===== config.mk =====
export PLATFORM = sky130hd
export DESIGN_NAME = mem_stage_access_unit
export DESIGN_NICKNAME = d
export VERILOG_FILES = /design/src/rtl/mem_stage_access_unit.sv
export SDC_FILE = /design/constraint.sdc
export NUM_CORES = 1
export LEC_CHECK = 0
export BUFFER_PORTS_ARGS = -buffer_cell sky130_fd_sc_hd__buf_2
export CAP_MARGIN = 25
export CORE_MARGIN = 5
export CORE_UTILIZATION = 49
export CTS_CLUSTER_DIAMETER = 60
export DETAILED_ROUTE_END_ITERATION = 8
export GPL_ROUTABILITY_DRIVEN = 1
export HOLD_SLACK_MARGIN = 0.02
export PLACE_DENSITY = 0.88
export SETUP_SLACK_MARGIN = 0.1
export SLEW_MARGIN = 5
export SYNTH_ARGS = -nofsm -noshare
export SYNTH_HDL_FRONTEND = slang
export SYNTH_SLANG_ARGS = --single-unit

===== constraint.sdc =====
create_clock -name Clock -period 2.4 [get_ports Clock]
set_input_delay 0.24 -clock Clock [delete_from_list [all_inputs] [get_ports Clock]]
set_output_delay 0.24 -clock Clock [all_outputs]
set_load 0.01 [all_outputs]

===== src/rtl/mem_stage_access_unit.sv =====
// mem_stage_access_unit: MEM-stage lw/lh/lb/sw/sh/sb access over a req/ack bus with pipeline stall.
// Define MEM_ACCESS_TIMEOUT_EN to abort a BUSY access after TIMEOUT_CYCLES cycles without Mem_Ack.
module mem_stage_access_unit #(
  parameter int ADDR_W = 32,
  parameter int TIMEOUT_CYCLES = 64
) (
  input  logic              Clock,
  input  logic              Reset_n,
  input  logic              R_Enable_In,
  input  logic              W_Enable_In,
  input  logic [1:0]        R_Width_In,
  input  logic [1:0]        W_Width_In,
  input  logic [ADDR_W-1:0] ALUResult_In,
  input  logic [31:0]       RegData2_In,
  output logic              Mem_Req,
  output logic              Mem_We,
  output logic [ADDR_W-1:0] Mem_Addr,
  output logic [31:0]       Mem_WData,
  output logic [3:0]        Mem_ByteEn,
  input  logic              Mem_Ack,
  input  logic [31:0]       Mem_RData,
  output logic [31:0]       Load_Data_Out,
  output logic              Stall,
  output logic              Access_Error
);
  localparam logic [1:0] IDLE = 2'd0, BUSY = 2'd1, DONE = 2'd2;
  if (TIMEOUT_CYCLES < 1) begin : g_bad_timeout
    $error("TIMEOUT_CYCLES must be positive");
  end
  logic [1:0] state;
  logic rd_q;
  logic [1:0] width_q, lo_q;
  logic [1:0] width, lo;
  logic any_en, illegal, legal, timeout;
  logic [3:0] byte_en;
  logic [31:0] wdata, rsh, ld_val;
  logic [15:0] rd_half;
  always_comb begin
    width = R_Enable_In ? R_Width_In : W_Width_In;
    lo = ALUResult_In[1:0];
    any_en = R_Enable_In | W_Enable_In;
    illegal = (R_Enable_In & W_Enable_In) | (width == 2'b11) |
              (width == 2'b01 & lo[0]) | (width == 2'b00 & lo != 2'b00);
    legal = any_en & ~illegal;
    Stall = (state == IDLE && legal) || state == BUSY;
    byte_en = (R_Enable_In || width == 2'b00) ? 4'b1111 :
              width == 2'b01 ? 4'b0011 << {lo[1], 1'b0} : 4'b0001 << lo;
    wdata = width == 2'b00 ? RegData2_In :
            width == 2'b01 ? {2{RegData2_In[15:0]}} : {4{RegData2_In[7:0]}};
    // Loads shift the addressed lane down to bit 0 before sign extension
    rsh = Mem_RData >> {lo_q, 3'b000};
    rd_half = lo_q[1] ? Mem_RData[31:16] : Mem_RData[15:0];
    ld_val = width_q == 2'b00 ? Mem_RData :
             width_q == 2'b01 ? {{16{rd_half[15]}}, rd_half} : {{24{rsh[7]}}, rsh[7:0]};
  end
`ifdef MEM_ACCESS_TIMEOUT_EN
  localparam int CW = $clog2(TIMEOUT_CYCLES + 1);
  logic [CW-1:0] cnt;
  always_ff @(posedge Clock or negedge Reset_n)
    if (!Reset_n) cnt <= '0;
    else cnt <= (state == BUSY && !Mem_Ack) ? cnt + 1'b1 : '0;
  assign timeout = state == BUSY && !Mem_Ack && cnt == CW'(TIMEOUT_CYCLES - 1);
`else
  assign timeout = 1'b0;
`endif
  always_ff @(posedge Clock or negedge Reset_n) begin
    if (!Reset_n) begin
      state <= IDLE;
      Mem_Req <= 1'b0;
      Mem_We <= 1'b0;
      Mem_Addr <= '0;
      Mem_WData <= '0;
      Mem_ByteEn <= '0;
      Load_Data_Out <= '0;
      Access_Error <= 1'b0;
      rd_q <= 1'b0;
      width_q <= '0;
      lo_q <= '0;
    end else begin
      Access_Error <= 1'b0;
      if (state == IDLE) begin
        if (legal) begin
          state <= BUSY;
          Mem_Req <= 1'b1;
          Mem_We <= W_Enable_In;
          Mem_Addr <= {ALUResult_In[ADDR_W-1:2], 2'b00};
          Mem_WData <= wdata;
          Mem_ByteEn <= byte_en;
          rd_q <= R_Enable_In;
          width_q <= width;
          lo_q <= lo;
        end else if (any_en) Access_Error <= 1'b1;
      end else if (state == BUSY) begin
        if (Mem_Ack || timeout) begin
          state <= DONE;
          Mem_Req <= 1'b0;
          Access_Error <= ~Mem_Ack;
          if (rd_q) Load_Data_Out <= Mem_Ack ? ld_val : 32'd0;
        end
      end else state <= IDLE;
    end
  end
endmodule


# After elaboration in Yosys (flattened, before gate mapping)
# Cells that the tools add are included.
# totals
ff_bits	108
input_bits	105
word_cells	65
# op_classes
eq_ne	6
n_shift	3
muxes	21
bitwise	11
n_reduce_logical	13
# ops
op	count
$mux 32	4
$shr 32x5->8	1
$mux 16	1
$mux 2	5
$mux 1	9
$mux 4	2
$eq 2x1->1 const B	3
$logic_not 2->1	3
$reduce_bool 2->1	3
$and 1x1->1	4
$or 1x1->1	4
$reduce_and 2->1	2
$reduce_and 4->1	1
$shl 1x2->4 const A	1
$shl 2x2->4 const A	1
$ne 3x3->1 const B	1
$not 1->1	3
$reduce_and 3->1	1
$eq 2x2->1 const B	1
$logic_or 1x1->1	2
$ne 2x2->1 const B	1
$logic_and 1x1->1	1

# Logic depth before layout (Yosys ltp)
# depth
depth_word	9
mapped_depth	7
depth_no_buf	4

# Worst setup path before layout
# OpenSTA, ideal clock, no wires.
# synth_timing
kind	input -> register
start	input port R_Enable_In
end	register Mem_Addr[10]
arrival_ns	1.739
setup_slack_ns	0.536
path_stages	7
path_buffers	3
cell_sequence	buf_2 > mux2_4 > and2_1 > o211ai_2 > buf_6 > buf_6 > mux2_4
# synth_via
elab_chain_len	8
# synth_rtl
element	line_no	source
start, declared	9	input logic R_Enable_In,
$mux 2	39	width = R_Enable_In ? R_Width_In : W_Width_In;
$eq 2x2->1 / $eq 2x1->1 (equally long branches)	42, 43	
$or 1x1->1 / $and 1x1->1 (equally long branches)	42, 43	
$or 1x1->1	42	illegal = (R_Enable_In & W_Enable_In) | (width == 2'b11) |
$or 1x1->1	43	(width == 2'b01 & lo[0]) | (width == 2'b00 & lo != 2'b00);
$not 1->1	44	legal = any_en & ~illegal;
$and 1x1->1 (*)	44	
$reduce_and 2->1 (no line) (*)	n/a	
end signal, assigned	86	Mem_Addr <= {ALUResult_In[ADDR_W-1:2], 2'b00};
end, declared	17	output logic [ADDR_W-1:0] Mem_Addr,
# Mark *: on every way between the ends. The rest lies on a longest branch, timed or not.
# A chain may end at the register's enable or synchronous reset.

# Worst setup path in the final report
# layout_timing
start	input port R_Enable_In
end	output port Stall
# layout_via
elab_chain_len	9
# layout_rtl
element	line_no	source
$mux 2	39	
$eq 2x2->1 / $eq 2x1->1 (equally long branches)	42, 43	
$or 1x1->1 / $and 1x1->1 (equally long branches)	42, 43	
$or 1x1->1	42	
$or 1x1->1	43	
$not 1->1	44	
$and 1x1->1 (*)	44	
$logic_and 1x1->1 (*)	45	Stall = (state == IDLE && legal) || state == BUSY;
$logic_or 1x1->1 (*)	45	
end, declared	23	output logic Stall,
# Marks and branches as above.

==> reports/qor.log <==
qor: run_status.outcome finished, final reports clean
qor: placed_design.postPlaceCellArea 6310 um^2
qor: layout.area_of_the_multi_input_gates 2220 um^2
qor: timing.max_transition_viols_final 0
qor: global_routing.globalRoute.totalOverflow 0
qor: floorplan.io_pins 209
qor: clocking.cts_inserted_buffers 9
qor: layout.nFillCells 820
qor: timing.setup-tns-final 0 ns
qor: timing.fin_crit 2.05 ns
qor: layout.diodes 0
qor: placed_design.gp_routability_congestion 0.919
qor: detailed_routing.avgRoutedWirePerCell 17.7 um
qor: global_routing.grt_pass1_wl 22.2 mm
qor: power.power_density 1160 nW/um^2
qor: layout.fin_util 63.5%
qor: yosys.post_synthesis_instance_area 5140 um^2
qor: worst_hold_path.min_delay_path_depth 2
qor: timing.tightestPinTransition 0.718 ns
qor: critical_path.crit_path_start_kind input port
qor: flow_run.max_capacitance_violation_count 0
qor: detailed_routing.drc 0
qor: yosys.netlist_top_cells_area sky130_fd_sc_hd__dfrtp_1 (53%), sky130_fd_sc_hd__mux2_4 (12%), sky130_fd_sc_hd__mux2_2 (8.5%)
qor: global_routing.grt_pass1_vias 4405
qor: clocking.cts.path.max_buffers 2
qor: detailed_routing.drt_pass1_iterations 4
qor: layout.layout.cells.non_filler 773
qor: yosys.yosysUniqueCellTypes 35
qor: detailed_routing.ant_nets 0
qor: yosys.post_synth.cell_area_avg 12.0 um^2
qor: worst_hold_path.hp-start Mem_Ack
qor: yosys.synth.top_cell.area_share 52.6%
qor: yosys.ys_seq_area_share 52.6%
qor: yosys.synth.ff_latch_count 108
qor: critical_path.r2r_start lo_q[1]
qor: timing.clock.fmax 488 MHz
qor: placed_design.dpl_worst_slack 0.176 ns
qor: yosys.synthCells 429
qor: layout.final_layout_size_suffix_gt1_share 50.1%
qor: detailed_routing.drt_iter0_markers 246
qor: yosys.synth_top_cells_by_count sky130_fd_sc_hd__dfrtp_1 (108), sky130_fd_sc_hd__nand2_1 (43), sky130_fd_sc_hd__mux2_4 (42)
qor: floorplan.floorplan.die.width 112 um
qor: placed_design.dp_cells 756
qor: global_routing.overall_global_routing_resource_usage 21.8%
qor: power.ir_worst_vdd 0.592 mV
qor: timing.rsz0062_at_grt false
qor: detailed_routing.viasPerCell 5.34
qor: yosys.synth_largest_area_cell sky130_fd_sc_hd__dfrtp_1
qor: power.fin_total_pwr 7.56 mW
qor: worst_hold_path.timing.hold.worst.class input port to flip-flop
qor: timing.period_share 85.4%
qor: critical_path.setup.reg_to_reg.worst_slack 0.50 ns
qor: yosys.ys_warn_count 0
qor: clocking.clk-insertion-delay-late 0.37 ns
qor: floorplan.floorplan.rows 37
qor: floorplan.initial_utilization 50.0%
qor: global_routing.pin_count_of_the_biggest_net_entering_global_routing 71
qor: clocking.clock-sinks 108
qor: timing.final-setup-viol-count 0
qor: layout.regArea 2700 um^2
qor: critical_path.cp-startpoint R_Enable_In
qor: clocking.clk_root_buffer_cell sky130_fd_sc_hd__clkbuf_8
qor: floorplan.floorplan.die.height 112 um
qor: placed_design.io_buffers 206
qor: critical_path.timing.setup.critical_path_class input port to output port
qor: clocking.h-tree-depth 3
qor: global_routing.grt_antenna_before_repair 0
qor: detailed_routing.wl 13.6 mm
qor: power.leakage 3.43 nW
qor: layout.synthToLayoutAreaGrowth 27.0%
qor: detailed_routing.dr_total_vias 4125
qor: timing.slew_headroom 52.1%
qor: timing.whs 0.0657 ns
qor: clocking.clk_pin_slew 0.10 ns
qor: yosys.post-synth-top-count-cell sky130_fd_sc_hd__dfrtp_1
qor: critical_path.rr_worst_depth 4
qor: floorplan.placeable_area 10300 um^2
qor: placed_design.dpl.hpwl 10.7 mm
qor: critical_path.crit_fanout 70
qor: yosys.number_of_enable_flip_flop_cells_after_synthesis 0
qor: critical_path.critPathRequiredTime 2.16 ns
qor: timing.setup_slack 0.351 ns
qor: worst_hold_path.hold-path-endpoint state[0]
qor: yosys.commonest_register_cell_after_synthesis sky130_fd_sc_hd__dfrtp_1
qor: critical_path.crit_arrival 1.81 ns
qor: clocking.tritoncts yes
qor: yosys.async_s_r_ff_share_synth 100%
qor: critical_path.rr_endpoint Load_Data_Out[0]
qor: critical_path.endpoint_kind_of_the_worst_setup_timing_path output port
qor: timing.clock-skew-final 0.00898 ns
qor: layout.finish.net_count 737
qor: layout.design_area 6530 um^2
qor: timing.hold_violations 0
qor: floorplan.dieArea 12600 um^2
==> kinds of logic (layout without fill, tap and decap cells) <==
group | after synthesis | count (layout) | share of synthesized area, %
simple gates | 94 | 94 | 8.09
flops | 108 | 108 | 52.6
mux | 98 | 98 | 24.1
buf+inv | 45 | 252 | 4.43
compound gates | 83 | 83 | 10.7
other cells | 1 | 2 | 0.0730
==> final cells by class <==
cell class,instances,area share (%)
multi-input combinational,277,34.1
tap,136,2.61
clock inverter,3,0.671
inverter,16,0.920
sequential,108,41.4
timing repair buffer,220,17.9
clock buffer,13,2.44
==> how the worst max path moves through the flow <==
stage | to | slack (ns) | depth (start not counted)
6_report | Stall | 0.35 | 7
5_1_grt | Stall | 0.21 | 7
4_1_cts | Stall | 0.22 | 7
3_5_place_dp | Mem_WData[8] | 0.18 | 6
3_3_place_gp | Mem_Addr[31] | 0.31 | 6
2_1_floorplan | Mem_Addr[10] | 0.54 | 7
==> worst max-delay path, cell delays in order <==
cell and delay [ns]:
sky130_fd_sc_hd__buf_2 0.17, sky130_fd_sc_hd__mux2i_2 0.39, sky130_fd_sc_hd__a211oi_2 0.16, sky130_fd_sc_hd__o211ai_4 0.21
sky130_fd_sc_hd__buf_12 0.40, sky130_fd_sc_hd__nand2_1 0.08, sky130_fd_sc_hd__buf_2 0.15
==> where the power goes <==
group | leakage [nW] | internal [mW] | switching, mW
sequential | 1.27 | 2.64 | 0.536
clock | 0.104 | 0.544 | 0.607
combinational | 2.05 | 1.64 | 1.60
total | 3.43 | 4.82 | 2.74
==> layer usage <==
layer / GRT usage [%] / part of all wire, % / up-vias
li1: - / - / 1916
met1: 26.0 / 39 / 1982
met2: 36.2 / 49 / 200
met3: 6.68 / 9.7 / 27
met4: 9.86 / 2.5 / 0
met5: 0 / 0 / -
==> placed cells by master, fill, tap and decap left out, types with 2 or more instances in the layout <==
master and count:
sky130_fd_sc_hd__clkbuf_1 2, sky130_fd_sc_hd__clkbuf_8 11, sky130_fd_sc_hd__a211oi_1 9, sky130_fd_sc_hd__buf_4 12, sky130_fd_sc_hd__mux2_4 42, sky130_fd_sc_hd__nand2b_1 2
sky130_fd_sc_hd__a21o_1 4, sky130_fd_sc_hd__a21oi_1 22, sky130_fd_sc_hd__and3b_1 2, sky130_fd_sc_hd__a211oi_2 2, sky130_fd_sc_hd__mux2i_1 16, sky130_fd_sc_hd__and3_1 11
sky130_fd_sc_hd__o21ai_0 21, sky130_fd_sc_hd__nand2_1 43, sky130_fd_sc_hd__nand3_1 3, sky130_fd_sc_hd__a31oi_1 3, sky130_fd_sc_hd__inv_1 16, sky130_fd_sc_hd__mux2_2 39
sky130_fd_sc_hd__dfrtp_1 108, sky130_fd_sc_hd__nor3_1 3, sky130_fd_sc_hd__a222oi_1 6, sky130_fd_sc_hd__buf_12 2, sky130_fd_sc_hd__buf_2 205, sky130_fd_sc_hd__o31ai_1 8
sky130_fd_sc_hd__a22o_1 3, sky130_fd_sc_hd__and2_1 3, sky130_fd_sc_hd__nor2_1 25, sky130_fd_sc_hd__conb_1 2
==> flip-flops by register name, indices dropped and copies added, names as in the netlist <==
| register | cells |
|---|---|
| Load_Data_Out | 32 |
| width_q | 2 |
| Access_Error | 1 |
| Mem_WData | 32 |
| rd_q | 1 |
| Mem_ByteEn | 4 |
| state | 2 |
| Mem_Addr | 30 |
| lo_q | 2 |
| Mem_We | 1 |
| Mem_Req | 1 |
==> timing repair <==
action,in CTS,in global routing
endpoints found under the setup margin,0,1
setup buffers,0,0
gates resized for setup,0,1
endpoints found under the hold margin,55,0
hold buffers,1,0
Note: power is estimated with default switching activity, not from simulation.
